### config.mk
export PLATFORM = sky130hd
export DESIGN_NAME = adder_sum_accum_flat
export DESIGN_NICKNAME = d
export VERILOG_FILES = /design/src/rtl/adder_sum_accum_if.sv /design/src/rtl/adder_sum_accum.sv /design/src/flat_wrapper.sv
export SDC_FILE = /design/constraint.sdc
export NUM_CORES = 1
export LEC_CHECK = 0
export BUFFER_PORTS_ARGS = -buffer_cell sky130_fd_sc_hd__buf_2
export CORE_MARGIN = 2
export CORE_UTILIZATION = 40
export CTS_BUF_LIST = sky130_fd_sc_hd__clkbuf_4
export DETAILED_ROUTE_END_ITERATION = 6
export GPL_TIMING_DRIVEN = 0
export HOLD_SLACK_MARGIN = 0.15
export PLACE_DENSITY = 0.58
export SLEW_MARGIN = 20
export SYNTH_ARGS = -nofsm -noshare
export SYNTH_HDL_FRONTEND = slang
export SYNTH_SLANG_ARGS = --single-unit
### constraint.sdc
create_clock -name clk -period 3.65 [get_ports clk]
set_input_delay 0.1825 -clock clk [delete_from_list [all_inputs] [get_ports clk]]
set_output_delay 0.1825 -clock clk [all_outputs]
set_load 0.05 [all_outputs]
### src/rtl/adder_sum_accum_if.sv
// adder_sum_accum_if
// Bundles the sum stream, clear and the block-result valid/ready channel
// of the adder_sum_accum block.
//
// Signals:
//   sum_in     adder sum, SUM_W bits, unsigned
//   sum_valid  sum_in is valid this cycle
//   clr        synchronous clear of the block in progress and overrun
//   acc_out    completed block total, ACC_W bits
//   blk_ovf    overflow occurred in the block now on acc_out
//   acc_valid  acc_out/blk_ovf hold an untaken result
//   acc_ready  consumer accepts the result
//   overrun    sticky: a block completed while the previous result was untaken
//
// Modports:
//   master  upstream controller plus result consumer (drives sums, takes results)
//   slave   the accumulator itself
interface adder_sum_accum_if #(
    parameter int unsigned SUM_W = 29,
    parameter int unsigned ACC_W = 32
);
    logic [SUM_W-1:0] sum_in;
    logic             sum_valid;
    logic             clr;
    logic [ACC_W-1:0] acc_out;
    logic             blk_ovf;
    logic             acc_valid;
    logic             acc_ready;
    logic             overrun;

    modport master (
        output sum_in,
        output sum_valid,
        output clr,
        output acc_ready,
        input  acc_out,
        input  blk_ovf,
        input  acc_valid,
        input  overrun
    );

    modport slave (
        input  sum_in,
        input  sum_valid,
        input  clr,
        input  acc_ready,
        output acc_out,
        output blk_ovf,
        output acc_valid,
        output overrun
    );
endinterface

### src/rtl/adder_sum_accum.sv
// adder_sum_accum
// Accumulates fixed-length blocks of BLK_LEN valid adder sums into an
// ACC_W-bit total. Each finished total is held in a valid/ready output
// register with a per-block overflow flag; a sticky overrun flag records a
// block that completed while the previous result was still untaken (the new
// result is dropped in that case).
//
// Ports:
//   clk   rising-edge clock
//   rstn  asynchronous active-low reset
//   bus   adder_sum_accum_if.slave (sum stream, clr, result handshake)
//
// Build option:
//   ACC_SATURATE_EN  when defined, an overflowing block total clamps to
//                    all-ones for the rest of the block; otherwise it wraps
//                    modulo 2^ACC_W. blk_ovf is reported in both builds.
module adder_sum_accum #(
    parameter int unsigned SUM_W   = 29,
    parameter int unsigned ACC_W   = 32,
    parameter int unsigned BLK_LEN = 16
) (
    input logic              clk,
    input logic              rstn,
    adder_sum_accum_if.slave bus
);
    localparam int unsigned CNT_W   = (BLK_LEN > 1) ? $clog2(BLK_LEN) : 1;
    localparam int unsigned EXT_W   = ACC_W + 1 - SUM_W;
    localparam logic [CNT_W-1:0] CNT_LAST = CNT_W'(BLK_LEN - 1);

    // Block in progress
    logic [CNT_W-1:0] cnt;
    logic [ACC_W-1:0] acc;
    logic             ovf_run;

    // Output register
    logic [ACC_W-1:0] res_data;
    logic             res_ovf;
    logic             res_valid;
    logic             overrun;

    // Next-state helpers
    logic [ACC_W-1:0] base;
    logic [ACC_W:0]   sum_wide;
    logic             carry;
    logic             ovf_next;
    logic [ACC_W-1:0] acc_next;
    logic             last;
    logic             accept;
    logic             complete;
    logic             take;
    logic             load;

    always_comb begin
        base     = '0;
        sum_wide = '0;
        carry    = 1'b0;
        ovf_next = 1'b0;
        acc_next = '0;
        last     = 1'b0;
        accept   = 1'b0;
        complete = 1'b0;
        take     = 1'b0;
        load     = 1'b0;

        // The first sum of a block starts from zero, so acc need not be
        // cleared when a block completes.
        base     = (cnt == '0) ? '0 : acc;
        sum_wide = {1'b0, base} + {{EXT_W{1'b0}}, bus.sum_in};
        carry    = sum_wide[ACC_W];
        ovf_next = ovf_run | carry;
`ifdef ACC_SATURATE_EN
        // Once the block has overflowed it stays pinned at all-ones.
        acc_next = ovf_next ? '1 : sum_wide[ACC_W-1:0];
`else
        acc_next = sum_wide[ACC_W-1:0];
`endif
        last     = (cnt == CNT_LAST);
        accept   = bus.sum_valid & ~bus.clr;
        complete = accept & last;
        take     = res_valid & bus.acc_ready;
        // A completion may reuse the register on the same edge it is taken.
        load     = complete & (~res_valid | bus.acc_ready);
    end

    always_ff @(posedge clk or negedge rstn) begin
        if (!rstn) begin
            cnt       <= '0;
            acc       <= '0;
            ovf_run   <= 1'b0;
            res_data  <= '0;
            res_ovf   <= 1'b0;
            res_valid <= 1'b0;
            overrun   <= 1'b0;
        end else begin
            if (bus.clr) begin
                cnt     <= '0;
                acc     <= '0;
                ovf_run <= 1'b0;
                overrun <= 1'b0;
            end else if (accept) begin
                if (last) begin
                    cnt     <= '0;
                    ovf_run <= 1'b0;
                    if (!load) begin
                        overrun <= 1'b1;
                    end
                end else begin
                    acc     <= acc_next;
                    cnt     <= cnt + CNT_W'(1);
                    ovf_run <= ovf_next;
                end
            end

            // The handshake runs independently of clr.
            if (load) begin
                res_data  <= acc_next;
                res_ovf   <= ovf_next;
                res_valid <= 1'b1;
            end else if (take) begin
                res_valid <= 1'b0;
            end
        end
    end

    assign bus.acc_out   = res_data;
    assign bus.blk_ovf   = res_ovf;
    assign bus.acc_valid = res_valid;
    assign bus.overrun   = overrun;

endmodule

### src/flat_wrapper.sv
// flat-port wrapper written by rule: the top's interface ports become plain ports
module adder_sum_accum_flat 
#(
    parameter int unsigned SUM_W   = 29,
    parameter int unsigned ACC_W   = 32,
    parameter int unsigned BLK_LEN = 16
)
  (clk, rstn, bus_sum_in, bus_sum_valid, bus_clr, bus_acc_ready, bus_acc_out, bus_blk_ovf, bus_acc_valid, bus_overrun);
  adder_sum_accum_if #(.SUM_W(SUM_W), .ACC_W(ACC_W)) bus_i ();
  input logic clk;
  input logic rstn;
  input wire logic [$bits(bus_i.sum_in)-1:0] bus_sum_in;
  input wire logic [$bits(bus_i.sum_valid)-1:0] bus_sum_valid;
  input wire logic [$bits(bus_i.clr)-1:0] bus_clr;
  input wire logic [$bits(bus_i.acc_ready)-1:0] bus_acc_ready;
  output wire logic [$bits(bus_i.acc_out)-1:0] bus_acc_out;
  output wire logic [$bits(bus_i.blk_ovf)-1:0] bus_blk_ovf;
  output wire logic [$bits(bus_i.acc_valid)-1:0] bus_acc_valid;
  output wire logic [$bits(bus_i.overrun)-1:0] bus_overrun;
  assign bus_i.sum_in = bus_sum_in;
  assign bus_i.sum_valid = bus_sum_valid;
  assign bus_i.clr = bus_clr;
  assign bus_i.acc_ready = bus_acc_ready;
  assign bus_acc_out = bus_i.acc_out;
  assign bus_blk_ovf = bus_i.blk_ovf;
  assign bus_acc_valid = bus_i.acc_valid;
  assign bus_overrun = bus_i.overrun;
  adder_sum_accum #(.SUM_W(SUM_W), .ACC_W(ACC_W), .BLK_LEN(BLK_LEN)) u_core (.clk(clk), .rstn(rstn), .bus(bus_i));
endmodule
# Word-level counts from Yosys, hierarchy flattened
# Index checks and enable logic that the tools add are counted.
# W data, S select, Z words.
# word_totals
reg_bits	72
out_inout_bits	35
elab_cells	42
# op_classes
add_sub_neg	2
n_eq_ne	3
n_mux	16
bitwise_logic	8
n_reduce_logical	6
# ops
op	count
$mux W32	4
$add A32 B29 Y33	1
$mux W4	3
$mux W1	9
$reduce_bool A2 Y1	3
$add A4 B1 Y4 const B	1
$and A1 B1 Y1	4
$eq A4 B4 Y1 const B	1
$logic_not A4 Y1	1
$ne A2 B2 Y1 const B	2
$reduce_and A3 Y1	1
$not A1 Y1	2
$or A1 B1 Y1	2
$reduce_and A2 Y1	1

# Logic depth before layout (Yosys ltp)
# Gate-level depths: netlist of run 1.
# depth
depth_word	8
mapped_depth	16
ltp_nobuf	15

# Worst setup path before layout of run 1
# Ideal clock, no wire load.
# synth_timing
path_kind	flip-flop to flip-flop
start	reg u_core.cnt[0]
end	reg u_core.res_data[26] (netlist: u_core.bus.acc_out[26])
t_arrival_ns	3.245
required_ns	3.525
path_stages_with_launch	17
path_slack_ns	0.281
synth_period_minus_slack_ns	3.369
setup_ns	0.125
cell_sequence	dfrtp_1 > inv_1 > ha_1 > nand2_1 > clkbuf_1 > and2_1 > ha_1 > inv_1 > fa_1 > nor2b_1 > o211ai_1 > a31oi_1 > a21oi_1 > o31ai_1 > a221o_1 > xnor2_1 > mux2_2
# synth_via
elab_chain_cells	3
word_cells_on_any_way	6
# synth_rtl
element	line	text
start, declared	adder_sum_accum.sv:31	logic [CNT_W-1:0] cnt;
start signal, assigned	adder_sum_accum.sv:109	cnt <= cnt + CNT_W'(1);
$logic_not A4 Y1 / $eq A4 B4 Y1 (equally long branches)	adder_sum_accum.sv:67, adder_sum_accum.sv:77	
$mux W32 / $and A1 B1 Y1 (equally long branches)	adder_sum_accum.sv:67, adder_sum_accum.sv:79	
$add A32 B29 Y33 / $and A1 B1 Y1 (equally long branches)	adder_sum_accum.sv:68, adder_sum_accum.sv:82	
end signal, assigned	adder_sum_accum.sv:116	res_data <= acc_next;
end, declared	adder_sum_accum.sv:36	logic [ACC_W-1:0] res_data;
# Several ways; a longest one is shown, not always the timed one.
# A chain may end at the register's enable or synchronous reset.

# Final worst setup path of run 1
# layout_timing
start	reg u_core.cnt[0]
end	reg u_core.res_data[30] (netlist: u_core.bus.acc_out[30])
# The elaborated chain is that of the path after synthesis.

==> results of run 1 <==
==> flip-flops by register name, indices dropped and copies added (netlist names) <==
| name | flops |
|---|---|
| u_core.acc | 32 |
| u_core.bus.acc_out | 32 |
| u_core.bus.acc_valid | 1 |
| u_core.bus.blk_ovf | 1 |
| u_core.bus.overrun | 1 |
| u_core.cnt | 4 |
| u_core.ovf_run | 1 |
==> synthesized netlist by cell type, types with 2 or more instances <==
library cell               count
sky130_fd_sc_hd__a21bo_1       2
sky130_fd_sc_hd__a21o_1        7
sky130_fd_sc_hd__a21oi_1      30
sky130_fd_sc_hd__a221o_1       6
sky130_fd_sc_hd__a22o_1       28
sky130_fd_sc_hd__a31oi_1       7
sky130_fd_sc_hd__and2_1       30
sky130_fd_sc_hd__and3_1        4
sky130_fd_sc_hd__clkbuf_1     19
sky130_fd_sc_hd__dfrtp_1      72
sky130_fd_sc_hd__ha_1         31
sky130_fd_sc_hd__inv_1        13
sky130_fd_sc_hd__mux2_2        8
sky130_fd_sc_hd__nand2_1      94
sky130_fd_sc_hd__nand3_1       8
sky130_fd_sc_hd__nand4_1       5
sky130_fd_sc_hd__nor2_1       21
sky130_fd_sc_hd__nor2b_1       2
sky130_fd_sc_hd__nor3_1        5
sky130_fd_sc_hd__nor3b_1       4
sky130_fd_sc_hd__o211ai_1      3
sky130_fd_sc_hd__o21a_1        4
sky130_fd_sc_hd__o21ai_0      24
sky130_fd_sc_hd__o21bai_1      8
sky130_fd_sc_hd__xnor2_1      18
sky130_fd_sc_hd__xor2_1       13
==> kinds of logic (layout without fill, tap and decap cells) <==
kind of cell             Yosys count  after routing  share of synthesized area (%)
XOR/XNOR                          31             31                          6.144
flip-flops                        72             72                          40.77
AO/OA/AOI/OAI                    130            130                          20.36
buffers and inverters             32            131                          2.718
adder cells (fa/ha/maj)           32             32                          9.230
AND/OR/NAND/NOR                  178            178                          18.52
multiplexers                       9              9                          2.265
==> repair_timing <==
action / 4_1_cts / 5_1_grt
endpoints found under the setup margin: 27 / 17
setup buffers: 2 / 7
pin swaps: 4 / 12
hold buffers: 6 / 0
cloned: 0 / 0
gates resized for setup: 14 / 26
endpoints found under the hold margin: 82 / 0
==> layer usage <==
| layer | global-route usage [%] | vias to the layer above | routed length, µm |
|---|---|---|---|
| li1 | - | 1906 | - |
| met3 | 4.184 | 20 | 455 |
| met1 | 26.41 | 1825 | 5354 |
| met2 | 32.52 | 82 | 5266 |
| met4 | 8.883 | 0 | 271 |
| met5 | 0 | - | 0 |
==> layout make-up <==
type | count | area share, %
inverters | 13 | 0.9045
well taps | 140 | 3.247
plain buffers | 19 | 1.716
clock buffers | 10 | 1.391
clock inverters | 6 | 1.113
flip-flops and latches | 72 | 33.40
multi-input cells | 380 | 49.10
repair buffers | 83 | 9.137
==> metrics by stage <==
stage	setup slack, ns	hold slack [ns]
after floorplan	0.2805	-0.1131
after global placement	-0.4763	0.4526
after detailed placement	-0.5798	0.1401
after CTS	0.02587	0.1683
after global routing	-0.007402	0.2131
final	0.1317	0.1837
==> where the power goes <==
group	total, µW	internal, µW	leakage [µW]	switching [µW]
Sequential	845	828	0.000985	17.2
Clock	517	213	0.0000738	305
Combinational	392	168	0.00171	223
==> final timing paths <==
kind                                                       to  slack (ns)  cells after the start
max                        u_core.bus.acc_out[30]$_DFFE_PN0P_        0.13                     17
min                                u_core.acc[18]$_DFFE_PN0P_        0.18                      2
max reg2reg                u_core.bus.acc_out[30]$_DFFE_PN0P_        0.13                     17
min reg2reg                u_core.bus.acc_out[16]$_DFFE_PN0P_        0.48                      2
max in group asynchronous  u_core.bus.acc_out[29]$_DFFE_PN0P_        2.91                      3
min in group clk            u_core.bus.acc_out[7]$_DFFE_PN0P_        0.21                      5
==> flow_metrics.tcl, run 1 <==
set metrics [dict create \
    crit_path_max_fanout 10 \
    globalRoute.totalOverflow 0 \
    rows 38 \
    category_of_the_worst_setup_path_capture_point "flop" \
    initial_core_util_pct 40.95 \
    syn_area_per_cell_um2 9.131 \
    global_route.usage.total_pct 20.28 \
    outcome "finished, final reports clean" \
    final_net_count 644 \
    instances_no_fill 723 \
    power.density_mw_per_mm2 325.1 \
    rr_startpoint "u_core.cnt[0]$_DFFE_PN0P_" \
    top_delay_family_on_crit_path "compound AO/OA/AOI/OAI gates" \
    numClockSinks 72 \
    critPathArrivalTime_ns 3.91 \
    yosysTopAreaCellShare_pct 40.77 \
    post-place-cells 692 \
    sequential_cell_area_mm2 0.001802 \
    cts-buffers-inserted 9 \
    static-leakage-power_uw 0.002767 \
    cts.clk_slew.worst_paths_ns 0.13 \
    synthesis.nets 550 \
    synth_warnings 0 \
    fin_total_pwr_uw 1754 \
    io_port_bufs 67 \
    layout_commonest_cell "sky130_fd_sc_hd__nand2_1" \
    peakVddDrop_v 0.0001664 \
    grt_first_pass_wirelength_um 18510 \
    yosys.area.top_type "sky130_fd_sc_hd__dfrtp_1" \
    postSynthRegisterBits 72 \
    final-hold-violation-count 0 \
    grt_antenna_before_repair 0 \
    timing.hold.worst.class "in2async" \
    syn_inst 484 \
    timing.setup.critical_path_class "reg2reg" \
    crit_path_frequent_cell "sky130_fd_sc_hd__ha_2" \
    ys_dominant_reg_cell "sky130_fd_sc_hd__dfrtp_1" \
    maxClockFrequency_ghz 0.2842 \
    synth_enable_flop_cells 0 \
    initialDrtViolationCount 158 \
    die_height_um 109.1 \
    gp_congestion 0.8538 \
    critical_path.max_stage_delay_ns 0.45 \
    clkLatencyLatePin_ns 0.46 \
    design_area_mm2 0.005395 \
    finalCriticalPeriod_ns 3.518 \
    detailedRoute.firstPassIterationCount 7 \
    drt-vias-per-instance 5.302 \
    max_cap_violations 0 \
    timing_worst_slew_pin_value_ns 0.8136 \
    tritoncts "done" \
    sort_of_element_at_the_start_of_the_critical_path "flop" \
    critical_path_required_ns 4.04 \
    post-route-drc-count 0 \
    cts-htree-levels 3 \
    antenna_left 0 \
    critical_path.n_buffers_inverters 4 \
    final.setup_skew_ns 0.02107 \
    vias 3833 \
    most-common-layout-cells "sky130_fd_sc_hd__nand2_1 (93), sky130_fd_sc_hd__dfrtp_1 (72), sky130_fd_sc_hd__buf_2 (66)" \
    finalWirelength_um 11350 \
    post_synth_main_area_contributors "sky130_fd_sc_hd__dfrtp_1 (41%), sky130_fd_sc_hd__ha_1 (8.8%), sky130_fd_sc_hd__nand2_1 (8.0%)" \
    timing.max_slew.rel_slack_pct 45.76 \
    num-fill-cells 1043 \
    async_flop_share_pct 100.0 \
    cts.root.buffer_cell "sky130_fd_sc_hd__clkbuf_4" \
    placed_area_mm2 0.004960 \
    detailedPlacementHpwl_um 8312 \
    final_setup_tns_ns 0 \
    die-area_mm2 0.01191 \
    clock_path_buffers 2 \
    report.final.setup_viol 0 \
    final_cycle_utilization_of_the_critical_path_pct 96.39 \
    timing.critical_path.from "u_core.cnt[0]$_DFFE_PN0P_" \
    synthToLayoutAreaGrowth_pct 22.08 \
    critical_path.slowest_cell "sky130_fd_sc_hd__dfrtp_1" \
    yosys_cell_types 44 \
    grt_max_degree 46 \
    seq_total_area_yosys_pct 40.77 \
    multiInputGateArea_mm2 0.002649 \
    worstPathCellList "inv_1, ha_2, nand2_4, buf_6, and2_1, ha_2, inv_2, fa_2, nor2b_4, o211ai_1, a31oi_2, a31o_2, a21o_1, a221o_1, buf_4, a21bo_1, a31oi_1" \
    layout-drive-gt1-share_pct 22.64 \
    drv_slew 0 \
    diodes 0 \
    ioPinCount 69 \
    die_width_um 109.1 \
    utilization_pct 49.99 \
    fp.coreArea_mm2 0.01079 \
    drt-wirelength-per-cell_um 15.69 \
    syn_area_mm2 0.004419 \
    first_global_vias 3773 \
]
No activity file was read; power rests on OpenSTA's default activity.
==> run 2, diff against run 1 <==
--- a/config.mk
+++ b/config.mk
@@ -6,13 +6,14 @@
 export NUM_CORES = 1
 export LEC_CHECK = 0
 export BUFFER_PORTS_ARGS = -buffer_cell sky130_fd_sc_hd__buf_2
-export CORE_MARGIN = 2
+export CELL_PAD_IN_SITES_DETAIL_PLACEMENT = 1
+export CELL_PAD_IN_SITES_GLOBAL_PLACEMENT = 1
 export CORE_UTILIZATION = 40
 export CTS_BUF_LIST = sky130_fd_sc_hd__clkbuf_4
 export DETAILED_ROUTE_END_ITERATION = 6
 export GPL_TIMING_DRIVEN = 0
 export HOLD_SLACK_MARGIN = 0.15
-export PLACE_DENSITY = 0.58
+export PLACE_DENSITY = 0.73
 export SLEW_MARGIN = 20
 export SYNTH_ARGS = -nofsm -noshare
 export SYNTH_HDL_FRONTEND = slang
==> constraint.sdc (replaced) <==
create_clock -name clk -period 3.25 [get_ports clk]
set_input_delay 0.1625 -clock clk [delete_from_list [all_inputs] [get_ports clk]]
set_output_delay 0.1625 -clock clk [all_outputs]
set_load 0.05 [all_outputs]
==> run 2 against run 1 <==
Compared with the run above: the run now ends with negative setup slack left; register-to-register slack got worse by 0.16 ns; worst setup slack got worse by 0.16 ns; largest cell class unchanged; sequential share of layout area fell by 3.0 points; largest power group unchanged.
==> flow_metrics.tcl, run 2 (same netlist as run 1, synthesis figures left out) <==
set metrics [dict create \
    outcome "complete, but fails checks" \
    violations "negative setup slack" \
    seq_power_share_pct 43.9 \
    global_route.usage.total_pct 24.27 \
    cts-buffers-inserted 9 \
    power.density_mw_per_mm2 364.4 \
    p_sw_share_pct 30.58 \
    grt_antenna_before_repair 0 \
    globalRoute.totalOverflow 0 \
    reg2reg_slack_ns -0.03 \
    initialDrtViolationCount 111 \
    timing.max_slew.rel_slack_pct 50.73 \
    die_height_um 107.1 \
    final.setup_skew_ns 0.01895 \
    drt-vias-per-instance 5.517 \
    timing.setup.critical_path_class "reg2reg" \
    clkLatencyLatePin_ns 0.47 \
    cts.clk_slew.worst_paths_ns 0.13 \
    unrepaired_setup_endpoints_after_global_routing "true" \
    rows 38 \
    layout_commonest_cell "sky130_fd_sc_hd__nand2_1" \
    power.net_switching_uw 661.5 \
    die_width_um 107.1 \
    rr_endpoint "u_core.bus.acc_out[26]$_DFFE_PN0P_" \
    drt-wirelength-per-cell_um 18.20 \
    detailedPlacementHpwl_um 8879 \
    setup_ws_ns -0.03125 \
    design_area_mm2 0.005937 \
    cts.root.buffer_cell "sky130_fd_sc_hd__clkbuf_4" \
    final_cycle_utilization_of_the_critical_path_pct 101.0 \
    crit_path_max_fanout 8 \
    tritoncts "done" \
    finalWirelength_um 13560 \
    first_global_vias 4270 \
    peakVddDrop_v 0.0002091 \
    diodes 0 \
    most-common-layout-cells "sky130_fd_sc_hd__nand2_1 (90), sky130_fd_sc_hd__dfrtp_1 (70), sky130_fd_sc_hd__buf_2 (66)" \
    fp.coreArea_mm2 0.01079 \
    post-route-drc-count 0 \
    timing.hold.worst.start "bus_sum_in[10]" \
    worstHoldPathCells 5 \
    initial_core_util_pct 40.95 \
    final_net_count 666 \
    synthToLayoutAreaGrowth_pct 34.34 \
    grt_first_pass_wirelength_um 21250 \
    maxClockFrequency_ghz 0.3048 \
    num-fill-cells 1237 \
    timing_worst_slew_pin_value_ns 0.7390 \
    ioPinCount 69 \
    whs_endpoint "u_core.bus.acc_out[10]$_DFFE_PN0P_" \
    final-hold-violation-count 0 \
    antenna_left 0 \
    die-area_mm2 0.01147 \
    grt_max_degree 48 \
    layout-drive-gt1-share_pct 31.74 \
    comb_power_share_pct 25.4 \
    timing.hold.worst.class "in2reg" \
    dp_slack_ns -0.8754 \
    sort_of_element_at_the_start_of_the_critical_path "flop" \
    finalCriticalPeriod_ns 3.281 \
    final_setup_tns_ns -0.05165 \
    reg2regPathDepth 18 \
    placed_area_mm2 0.004976 \
    gp_congestion 0.8102 \
    report.final.setup_viol 2 \
    critical_path_required_ns 3.60 \
    cts-htree-levels 3 \
    detailedRoute.firstPassIterationCount 4 \
    static-leakage-power_uw 0.002949 \
    vias 4110 \
    power_report.internal_total_uw 1502 \
    critPathArrivalTime_ns 3.63 \
    category_of_the_worst_setup_path_capture_point "flop" \
    numClockSinks 72 \
    clock_path_buffers 2 \
    io_port_bufs 67 \
    rr_startpoint "u_core.cnt[0]$_DFFE_PN0P_" \
    clock_power_share_pct 30.7 \
    max_cap_violations 0 \
    drv_slew 0 \
]
## run 2: worst max path at each step
stage                              start                                 end  slack [ns]  cells past startpoint
2_1_floorplan  u_core.cnt[0]$_DFFE_PN0P_  u_core.bus.acc_out[30]$_DFFE_PN0P_       0.007                     14
3_3_place_gp   u_core.cnt[0]$_DFFE_PN0P_  u_core.bus.acc_out[19]$_DFFE_PN0P_       -0.77                     15
3_5_place_dp   u_core.cnt[0]$_DFFE_PN0P_  u_core.bus.acc_out[19]$_DFFE_PN0P_       -0.88                     15
4_1_cts        u_core.cnt[1]$_DFFE_PN0P_  u_core.bus.acc_out[26]$_DFFE_PN0P_       -0.14                     17
5_1_grt        u_core.cnt[1]$_DFFE_PN0P_  u_core.bus.acc_out[26]$_DFFE_PN0P_       -0.14                     18
6_report       u_core.cnt[0]$_DFFE_PN0P_  u_core.bus.acc_out[26]$_DFFE_PN0P_       -0.03                     18
## run 2: cell type report
class / instances / area, µm² / area share (%)
multi-input cells: 380 / 2969 / 50.01
flip-flops and latches: 72 / 1804 / 30.39
repair buffers: 106 / 674.4 / 11.36
well taps: 140 / 175.2 / 2.950
plain buffers: 18 / 111.4 / 1.876
clock buffers: 11 / 82.58 / 1.391
clock inverters: 5 / 71.32 / 1.201
inverters: 13 / 48.80 / 0.8219
## run 2: timing repair
action	4_1_cts	5_1_grt
gates cloned	1	0
endpoints found under the setup margin	49	39
resized for setup	56	56
setup buffers	18	11
endpoints found under the hold margin	81	0
hold buffers	8	0
pin swaps	26	36
## run 2: layer usage
layer | up-vias | part of all wire (%) | global-route usage [%]
met3 | 23 | 2.9 | 4.012
met4 | 0 | 2.2 | 9.100
li1 | 1955 | - | -
met1 | 2060 | 44 | 30.45
met5 | - | 0 | 0
met2 | 72 | 51 | 41.71
## run 2: per-stage QoR
stage	power (µW)	utilization [%]	hold slack (ns)	cells
final	2164	55.01	0.1981	745
after CTS	2112	51.87	0.1630	734
after global routing	2264	55.01	0.2335	745
after global placement	1351	45.83	0.4517	691
after floorplan	1236	-	-0.1331	484
after detailed placement	1368	46.10	0.1121	692
## run 2: critical path, stage by stage, from the launching register on
cell and delay, ns:
sky130_fd_sc_hd__dfrtp_1 0.38, sky130_fd_sc_hd__inv_2 0.05, sky130_fd_sc_hd__ha_4 0.17, sky130_fd_sc_hd__nand2_8 0.10
sky130_fd_sc_hd__clkbuf_16 0.14, sky130_fd_sc_hd__and2_4 0.13, sky130_fd_sc_hd__ha_4 0.12, sky130_fd_sc_hd__inv_2 0.04
sky130_fd_sc_hd__fa_2 0.34, sky130_fd_sc_hd__nor2b_2 0.16, sky130_fd_sc_hd__o211ai_1 0.11, sky130_fd_sc_hd__buf_4 0.16
sky130_fd_sc_hd__a31oi_4 0.21, sky130_fd_sc_hd__buf_6 0.14, sky130_fd_sc_hd__a21oi_4 0.06, sky130_fd_sc_hd__o31ai_4 0.26
sky130_fd_sc_hd__a221o_1 0.23, sky130_fd_sc_hd__xnor2_2 0.08, sky130_fd_sc_hd__mux2_4 0.26
## run 2: power by group through the flow
stage	Sequential, µW	Combinational, µW	Clock, µW
global route	954	602	708
CTS	949	484	680
global placement	964	387	0
floorplan	960	277	0
detailed placement	965	402	0
finish	951	549	663
==> run 3, diff against run 2 <==
--- a/config.mk
+++ b/config.mk
@@ -5,15 +5,17 @@
 export SDC_FILE = /design/constraint.sdc
 export NUM_CORES = 1
 export LEC_CHECK = 0
+export ABC_AREA = 1
 export BUFFER_PORTS_ARGS = -buffer_cell sky130_fd_sc_hd__buf_2
 export CELL_PAD_IN_SITES_DETAIL_PLACEMENT = 1
 export CELL_PAD_IN_SITES_GLOBAL_PLACEMENT = 1
 export CORE_UTILIZATION = 40
 export CTS_BUF_LIST = sky130_fd_sc_hd__clkbuf_4
+export CTS_CLUSTER_SIZE = 14
 export DETAILED_ROUTE_END_ITERATION = 6
 export GPL_TIMING_DRIVEN = 0
 export HOLD_SLACK_MARGIN = 0.15
-export PLACE_DENSITY = 0.73
+export PLACE_DENSITY = 0.76
 export SLEW_MARGIN = 20
 export SYNTH_ARGS = -nofsm -noshare
 export SYNTH_HDL_FRONTEND = slang
==> run 3 against run 2 <==
Compared with the run above: the run now ends clean; via count increased by 28%; non-clock buffer count decreased by 29; synthesized area increased by 19%; sequential power increased by 0.9%; power decreased by 4.2%; sequential cell count unchanged; synthesized cell count increased by 67%; fmax increased by 9.2%; worst hold slack got worse by 0.0019 ns; critical path type unchanged; critical endpoint is now u_core.acc[28]$_DFFE_PN0P_; largest power group unchanged; highest routed layer unchanged.
==> flow_metrics.tcl, run 3 <==
set metrics [dict create \
    timing_worst_slew_pin_value_ns 0.5938 \
    max_cap_violations 0 \
    setup_ws_ns 0.2458 \
    crit_path_max_fanout 10 \
    finalWirelength_um 16910 \
    gp_congestion 0.8713 \
    vias 5251 \
    timing.hold.worst.class "in2reg" \
    detailedRoute.firstPassIterationCount 4 \
    drv_slew 0 \
    drt-wirelength-per-cell_um 15.73 \
    initial_core_util_pct 41.48 \
    die-area_mm2 0.01366 \
    finalCriticalPeriod_ns 3.004 \
    global_route.usage.total_pct 26.77 \
    grt_antenna_before_repair 0 \
    seq_total_area_yosys_pct 34.14 \
    yosys.area.top_type "sky130_fd_sc_hd__dfrtp_1" \
    layout_commonest_cell "sky130_fd_sc_hd__nand2_1" \
    die_width_um 116.9 \
    detailedPlacementHpwl_um 13710 \
    fp.coreArea_mm2 0.01272 \
    synth_enable_flop_cells 0 \
    cts.root.buffer_cell "sky130_fd_sc_hd__clkbuf_4" \
    critical_path.max_stage_delay_ns 0.40 \
    ioPinCount 69 \
    clock_path_buffers 2 \
    instances_no_fill 1075 \
    synthMostInstantiatedCell "sky130_fd_sc_hd__nand2_1" \
    first_global_vias 5302 \
    peakVddDrop_v 0.0002587 \
    critical_path.slowest_cell "sky130_fd_sc_hd__dfrtp_1" \
    postSynthRegisterBits 72 \
    worstPathCellList "inv_1, ha_1, nand2_4, inv_1, buf_4, buf_6, nor2_1, ha_1, inv_1, fa_2, inv_1, nand3_1, nand3_2, nand2_1, nand3_2, nand3_1, nand2_1, nand2_1, nand3_1, nand2_1" \
    synthesis.nets 872 \
    synth_warnings 0 \
    async_flop_share_pct 100.0 \
    unrepaired_setup_endpoints_after_global_routing "false" \
    static-leakage-power_uw 0.003609 \
    cts-htree-levels 3 \
    die_height_um 116.9 \
    yosysTopAreaCellShare_pct 34.14 \
    syn_inst 806 \
    maxClockFrequency_ghz 0.3329 \
    synthToLayoutAreaGrowth_pct 16.15 \
    grt_first_pass_wirelength_um 27150 \
    most-common-layout-cells "sky130_fd_sc_hd__nand2_1 (301), sky130_fd_sc_hd__inv_1 (142), sky130_fd_sc_hd__buf_2 (75)" \
    final_cycle_utilization_of_the_critical_path_pct 92.44 \
    diodes 0 \
    rows 41 \
    clkLatencyLatePin_ns 0.48 \
    timing.setup.critical_path_class "reg2reg" \
    final_net_count 964 \
    ys_dominant_reg_cell "sky130_fd_sc_hd__dfrtp_1" \
    drt-vias-per-instance 4.885 \
    power.density_mw_per_mm2 338.2 \
    initialDrtViolationCount 227 \
    sort_of_element_at_the_start_of_the_critical_path "flop" \
    cts.clk_slew.worst_paths_ns 0.14 \
    globalRoute.totalOverflow 0 \
    syn_area_per_cell_um2 6.548 \
    dp_slack_ns -0.1905 \
    tritoncts "done" \
    syn_area_mm2 0.005278 \
    post-place-cells 1047 \
    critical_path_required_ns 3.62 \
    grt_max_degree 46 \
    final.setup_skew_ns 0.01875 \
    final-hold-violation-count 0 \
    critPathArrivalTime_ns 3.37 \
    yosys_cell_types 34 \
    timing.max_slew.rel_slack_pct 60.26 \
    fin_total_pwr_uw 2073 \
    post-route-drc-count 0 \
    layout-drive-gt1-share_pct 14.40 \
    report.final.setup_viol 0 \
    outcome "finished, final reports clean" \
    io_port_bufs 68 \
    category_of_the_worst_setup_path_capture_point "flop" \
    post_synth_main_area_contributors "sky130_fd_sc_hd__dfrtp_1 (34%), sky130_fd_sc_hd__nand2_1 (21%), sky130_fd_sc_hd__inv_1 (10%)" \
    cts-buffers-inserted 9 \
    numClockSinks 72 \
    antenna_left 0 \
    synth_top_cells_by_count "sky130_fd_sc_hd__nand2_1 (302), sky130_fd_sc_hd__inv_1 (142), sky130_fd_sc_hd__dfrtp_1 (72), sky130_fd_sc_hd__nor2_1 (67), sky130_fd_sc_hd__nand3_1 (51)" \
]
==> run 3: report_power, final <==
part           internal (µW)  leakage [µW]  switching [µW]
Combinational            178       0.00257             389
Sequential               940      0.000976            19.8
Clock                    167     0.0000590             379
Total                   1290       0.00361             788
==> run 3: cells by family (layout without fill, tap and decap cells) <==
group / Yosys count / in the layout / share of synthesized area, %
AND/OR/NAND/NOR: 462 / 462 / 36.87
buffers and inverters: 159 / 256 / 11.83
flip-flops: 72 / 72 / 34.14
AO/OA/AOI/OAI: 65 / 65 / 6.780
adder cells (fa/ha/maj): 32 / 32 / 7.729
XOR/XNOR: 16 / 16 / 2.655
==> run 3: area by class of cell <==
cell class	count	area, µm²
fill	1796	6593
multi-input combinational	575	2875
sequential	72	1802
inverter	145	544.3
timing repair buffer	81	483.0
tap	172	215.2
buffer	14	90.09
clock buffer	10	75.07
clock inverter	6	45.04
==> run 3: through the flow <==
| step | cell area [µm²] | util, % | hold WS, ns | setup TNS, ns |
|---|---|---|---|---|
| finish | 6130 | 48.18 | 0.1962 | 0 |
| global route | 6130 | 48.18 | 0.2183 | 0 |
| CTS | 6088 | 47.86 | 0.1563 | 0 |
| detailed placement | 5863 | 46.09 | 0.1171 | -0.6962 |
| global placement | 5833 | 45.85 | 0.4159 | -0.3428 |
| floorplan | 5278 | - | -0.1331 | 0 |
==> run 3: per-layer routing <==
metal	global-route usage (%)	up-vias	share of wire, %
met2	44.26	79	46
met5	0	-	0
met4	7.511	0	1.1
met3	2.678	11	4.2
met1	37.20	2508	48
li1	-	2653	-
==> run 3: final timing paths <==
kind,from,to,slack [ns],cells past startpoint
min in group asynchronous,rstn,u_core.bus.acc_out[19]$_DFFE_PN0P_,0.69,3
max in group asynchronous,rstn,u_core.acc[24]$_DFFE_PN0P_,1.39,4
hold / removal,bus_sum_in[1],u_core.bus.acc_out[1]$_DFFE_PN0P_,0.20,4
setup / recovery,u_core.cnt[1]$_DFFE_PN0P_,u_core.acc[28]$_DFFE_PN0P_,0.25,20
hold reg to reg,u_core.bus.acc_out[16]$_DFFE_PN0P_,u_core.bus.acc_out[16]$_DFFE_PN0P_,0.49,2
setup reg to reg,u_core.cnt[1]$_DFFE_PN0P_,u_core.acc[28]$_DFFE_PN0P_,0.25,20
==> run 3: critical path: cells and delay by family (launching register included) <==
family	cells	cell delay, ns
AND/OR/NAND/NOR	11	1.09
flip-flops	1	0.40
buffers and inverters	6	0.67
adder cells (fa/ha/maj)	3	0.75
==> run 3: repair_timing <==
action | 4_1_cts | 5_1_grt
endpoints found under the hold margin | 83 | 0
pin swaps | 0 | 1
hold buffers | 9 | 0
setup buffers | 0 | 3
gates resized for setup | 4 | 8
endpoints found under the setup margin | 7 | 43
